[src/rtl/pong_pkg.sv]
// Shared Pong definitions: match state encodings, winner codes and serve directions.
package pong_pkg;

    typedef enum logic [2:0] {
        ST_IDLE  = 3'd0,
        ST_SERVE = 3'd1,
        ST_PLAY  = 3'd2,
        ST_POINT = 3'd3,
        ST_PAUSE = 3'd4,
        ST_OVER  = 3'd5
    } match_state_t;

    localparam logic [1:0] WIN_NONE  = 2'd0;
    localparam logic [1:0] WIN_LEFT  = 2'd1;
    localparam logic [1:0] WIN_RIGHT = 2'd2;

    localparam logic DIR_LEFT  = 1'b0;
    localparam logic DIR_RIGHT = 1'b1;

    function automatic int unsigned max_u(input int unsigned a, input int unsigned b);
        return (a > b) ? a : b;
    endfunction

endpackage

[src/rtl/match_controller_frame_timer.sv]
// Counts frame ticks after a clear; done holds once the count reaches target.
module frame_timer #(
    parameter int unsigned CNT_W = 7
) (
    input  logic             clock,
    input  logic             reset,
    input  logic             clear,
    input  logic             tick,
    input  logic [CNT_W-1:0] target,
    output logic             done
);

    logic [CNT_W-1:0] count;

    // Stops at target so the counter never wraps.
    always_ff @(posedge clock) begin
        if (reset || clear)
            count <= '0;
        else if (tick && (count != target))
            count <= count + 1'b1;
    end

    assign done = (count == target);

endmodule

[src/rtl/match_controller.sv]
// Pong match sequencer: serve/rally/point/pause/game-over flow and score keeping.
module match_controller
    import pong_pkg::*;
#(
    parameter int unsigned WIN_SCORE    = 7,
    parameter int unsigned SERVE_FRAMES = 60,
    parameter int unsigned POINT_FRAMES = 90,
    parameter int unsigned SCORE_W      = 4
) (
    input  logic               clock,
    input  logic               reset,
    input  logic               frame_tick,
    input  logic               start,
    input  logic               pause,
    input  logic               miss_left,
    input  logic               miss_right,
    output logic               objects_reset,
    output logic               play_enable,
    output logic               serve_dir,
    output logic [SCORE_W-1:0] score_left,
    output logic [SCORE_W-1:0] score_right,
    output logic [1:0]         winner,
    output logic [2:0]         game_state
);

    localparam int unsigned MAX_FRAMES = max_u(SERVE_FRAMES, POINT_FRAMES);
    localparam int unsigned CNT_W      = (MAX_FRAMES > 0) ? $clog2(MAX_FRAMES + 1) : 1;

    localparam logic [SCORE_W-1:0] WIN_S   = SCORE_W'(WIN_SCORE);
    localparam logic [CNT_W-1:0]   SERVE_T = CNT_W'(SERVE_FRAMES);
    localparam logic [CNT_W-1:0]   POINT_T = CNT_W'(POINT_FRAMES);

    match_state_t       state, next_state;
    logic [SCORE_W-1:0] next_left, next_right;
    logic [1:0]         next_winner;
    logic               next_dir;
    logic               start_q, pause_q;
    logic               start_edge, pause_edge;
    logic               timer_clear, timer_tick, timer_done;
    logic [CNT_W-1:0]   timer_target;

    assign start_edge = start & ~start_q;
    assign pause_edge = pause & ~pause_q;

    function automatic logic [SCORE_W-1:0] sat_inc(input logic [SCORE_W-1:0] s);
        return (s >= WIN_S) ? s : s + 1'b1;
    endfunction

    always_comb begin
        next_state  = state;
        next_left   = score_left;
        next_right  = score_right;
        next_winner = winner;
        next_dir    = serve_dir;
        case (state)
            ST_IDLE:  if (start_edge) next_state = ST_SERVE;
            ST_SERVE: if (timer_done) next_state = ST_PLAY;
            ST_PLAY: begin
                // Misses take priority over a same-cycle pause edge.
                if (miss_left && miss_right) begin
                    next_state = ST_SERVE;
                end else if (miss_left) begin
                    next_right = sat_inc(score_right);
                    next_dir   = DIR_LEFT;
                    next_state = ST_POINT;
                end else if (miss_right) begin
                    next_left  = sat_inc(score_left);
                    next_dir   = DIR_RIGHT;
                    next_state = ST_POINT;
                end else if (pause_edge) begin
                    next_state = ST_PAUSE;
                end
            end
            ST_PAUSE: if (pause_edge || start_edge) next_state = ST_PLAY;
            ST_POINT: begin
                if (timer_done) begin
                    if (score_left == WIN_S) begin
                        next_state  = ST_OVER;
                        next_winner = WIN_LEFT;
                    end else if (score_right == WIN_S) begin
                        next_state  = ST_OVER;
                        next_winner = WIN_RIGHT;
                    end else begin
                        next_state = ST_SERVE;
                    end
                end
            end
            ST_OVER: begin
                if (start_edge) begin
                    next_left   = '0;
                    next_right  = '0;
                    next_winner = WIN_NONE;
                    next_state  = ST_SERVE;
                end
            end
            default: next_state = ST_IDLE;
        endcase
    end

    assign timer_clear  = (next_state != state);
    assign timer_tick   = frame_tick && ((state == ST_SERVE) || (state == ST_POINT));
    assign timer_target = (state == ST_SERVE) ? SERVE_T : POINT_T;

    frame_timer #(.CNT_W(CNT_W)) u_frame_timer (
        .clock  (clock),
        .reset  (reset),
        .clear  (timer_clear),
        .tick   (timer_tick),
        .target (timer_target),
        .done   (timer_done)
    );

    always_ff @(posedge clock) begin
        if (reset) begin
            state         <= ST_IDLE;
            score_left    <= '0;
            score_right   <= '0;
            winner        <= WIN_NONE;
            serve_dir     <= DIR_RIGHT;
            objects_reset <= 1'b0;
            play_enable   <= 1'b0;
            start_q       <= 1'b1;
            pause_q       <= 1'b1;
        end else begin
            state         <= next_state;
            score_left    <= next_left;
            score_right   <= next_right;
            winner        <= next_winner;
            serve_dir     <= next_dir;
            objects_reset <= (next_state == ST_SERVE) && (state != ST_SERVE);
            play_enable   <= (next_state == ST_PLAY);
            start_q       <= start;
            pause_q       <= pause;
        end
    end

    assign game_state = state;

endmodule

[config.mk]
export PLATFORM = sky130hd
export DESIGN_NAME = match_controller
export DESIGN_NICKNAME = d
export VERILOG_FILES = /design/src/rtl/pong_pkg.sv /design/src/rtl/match_controller_frame_timer.sv /design/src/rtl/match_controller.sv
export SDC_FILE = /design/constraint.sdc
export NUM_CORES = 1
export LEC_CHECK = 0
export ABC_AREA = 1
export CAP_MARGIN = 20
export CORE_ASPECT_RATIO = 0.6
export CORE_MARGIN = 2
export CORE_UTILIZATION = 50
export DETAILED_ROUTE_END_ITERATION = 12
export GPL_TIMING_DRIVEN = 0
export PLACE_DENSITY_LB_ADDON = 0.12
export SYNTH_ARGS = -nofsm -noshare
export SYNTH_HDL_FRONTEND = slang
export SYNTH_SLANG_ARGS = --single-unit
export TNS_END_PERCENT = 50
[constraint.sdc]
create_clock -name clock -period 4.96 [get_ports clock]
set_clock_uncertainty 0.2 [all_clocks]
set_input_delay 0.992 -clock clock [delete_from_list [all_inputs] [get_ports clock]]
set_output_delay 0.992 -clock clock [all_outputs]
set_load 0.05 [all_outputs]
==> results.ini <==
[floorplanning]
core_region_area_um2=2850
dieArea_um2=3430
die_y_um=46.2
start_util_pct=52.0
pin_count=23
rows=15
die_width_um=74.3

[route]
vias=1323
wl_per_cell_um=11.6
dr.pass1.iters=4
via_per_inst=4.88
drt_iter0_drc=69
drc=0
ant_nets=0
drt_wl_total_mm=3.15

[worst_setup_path]
cpPeakStageDelay_ps=870
cp_top_family=buffers and inverters
cp_cell_sequence=clkdlybuf4s50_1
worstPathRequired_ps=3770
critPathCaptureType=output port
start_kind=flip-flop
cp_max_fo=7
setup.worst_path.class=flip-flop to output port
crit_buf_inv=1
cp_slowest_cell=clkdlybuf4s50_1
arrival_ps=1680

[sta]
whs_ps=278
setup_viol=0
slew-limit-headroom_pct=66.5
grt_setup_unrepaired=false
tns_ps=0
maxSlewViolCount=0
worst_slew_pin_slew_ps=501
fmax_mhz=348
fin_crit_sh_pct=57.9
hold_viol_final=0
min_period_ps=2870
setup_ws_ps=2090

[final_layout]
area_delta_synth_final_pct=21.0
num_antenna_cells=0
final_core_utilization_pct=62.9
nFillCells=261
layout_commonest_cell=nand2_1
drive_gt1_share_pct=14.0
fin_nets=241
final_cell_area_um2=1800
final_cell_mix=nand2_1 (36), inv_1 (32), nor2_1 (25), dfxtp_1 (25), clkdlybuf4s50_1 (21)

[cts]
cts_max_level=1
clk_pin_slew_worst_paths_ps=90
cts-root-buf=clkbuf_8
ctsHoldBuffers=0
cts_setup_buffers=0
tritoncts=built
ctsResizeCount=0
cts_buffer_depth=2
numCtsBuffers=3
clock_latency_ps=270
clock_sinks=25

[yosys]
synthFlopType=dfxtp_1
synth.distinct_cells=33
synth_cells=204
ys_warn_count=0
syn-cell-area_um2=1480
synth_edf_count=0
synth_nets=215
async_reset_ff_share_pct=0
ys_seq_area_share_pct=33.7
avgSynthCellArea_um2=7.27
synth-seq-cells=25

[grt]
grt_use_met1_pct=26.9
overflow=0
met2_usage_pct=31.1
antenna_found_initial=0
grt_util_all_layers_pct=19.7
first_global_vias=1122
grt_max_degree=16
grt_busiest_layer=met2
grtUsageMet3_pct=6.56
grt_first_pass_wirelength_mm=5.04

[hold_path]
hold_path.class=flip-flop to flip-flop

[power_and_ir_drop]
ir_drop_mv=0.132
power_per_cell_area_nw_per_um2=221
p_leak_nw=0.754

[place]
portBuffers=21
place_area_um2=1750
dp_slack_ps=1950
hpwl_mm=2.50
gp_congestion=0.827

[flow_run]
max_cap_viol_count=0

[status]
status=completed

==> Yosys cell counts (2+ instances only) <==
| library cell | instances | share of area, % |
|---|---|---|
| a21oi_1 | 11 | 3.7 |
| clkbuf_1 | 2 | 0.51 |
| dfxtp_1 | 25 | 34 |
| ha_1 | 4 | 3.4 |
| inv_1 | 32 | 8.1 |
| inv_2 | 3 | 0.76 |
| nand2_1 | 36 | 9.1 |
| nand2_2 | 3 | 1.3 |
| nand2_4 | 4 | 3.0 |
| nand3_1 | 20 | 6.7 |
| nand3_2 | 3 | 2.0 |
| nand3_4 | 2 | 2.4 |
| nand4_1 | 6 | 2.5 |
| nor2_1 | 25 | 6.3 |
| nor2_2 | 3 | 1.3 |
| nor3_1 | 2 | 0.67 |
| o21ai_0 | 3 | 1.0 |
| xnor2_1 | 3 | 1.8 |
| xor2_1 | 3 | 1.8 |
==> cells by family after synthesis <==
| group | share of synthesized area [%] |
|---|---|
| AOI/OAI and AO/OA | 8.68 |
| and+or+nand+nor | 39.5 |
| DFF | 33.7 |
| buffers and inverters | 10.1 |
| adders and majority gates | 3.37 |
| xor gates and xnor gates | 4.64 |
==> where the power goes <==
part | switching (W) | leakage [nW] | internal [W]
Combinational | 0.0000427 | 0.530 | 0.0000239
Clock | 0.0000674 | 0.0217 | 0.0000570
Sequential | 0.00000208 | 0.202 | 0.000204
Total | 0.000112 | 0.754 | 0.000285
==> final timing paths <==
| check | startpoint | end | slack, ps | depth (start not counted) |
|---|---|---|---|---|
| worst max-delay path | game_state[2] | game_state[2] | 2090 | 1 |
| worst min-delay path | serve_dir | serve_dir | 280 | 2 |
| worst max register to register | score_left[0] | u_frame_timer.count[0] | 2970 | 9 |
| worst min register to register | serve_dir | serve_dir | 280 | 2 |
==> metrics by stage <==
stage          std cells  power, W
2_1_floorplan        204  0.000260
3_5_place_dp         267  0.000278
4_1_cts              271  0.000403
3_3_place_gp         267  0.000276
5_1_grt              271  0.000415
6_report             271  0.000398
==> layout make-up <==
cell class | instances | area (um2) | share of cell area [%]
buffer | 3 | 18.8 | 1.05
clock buffer | 3 | 41.3 | 2.30
clock inverter | 1 | 7.51 | 0.418
inverter | 35 | 131 | 7.32
multi-input combinational | 141 | 833 | 46.4
sequential | 25 | 500 | 27.9
tap | 42 | 52.6 | 2.93
timing repair buffer | 21 | 210 | 11.7
==> flip-flops by register name, summed over array words and instances (netlist names) <==
signal               flops
pause_q                  1
objects_reset            1
score_right              4
score_left               4
game_state               3
serve_dir                1
winner                   2
play_enable              1
start_q                  1
u_frame_timer.count      7
==> per-layer routing <==
metal	vias to the layer above	wire length, um
li1	701	-
met1	583	1620
met2	37	1330
met3	2	174
met4	0	19
met5	-	0
No activity file was read; power rests on OpenSTA's default activity.
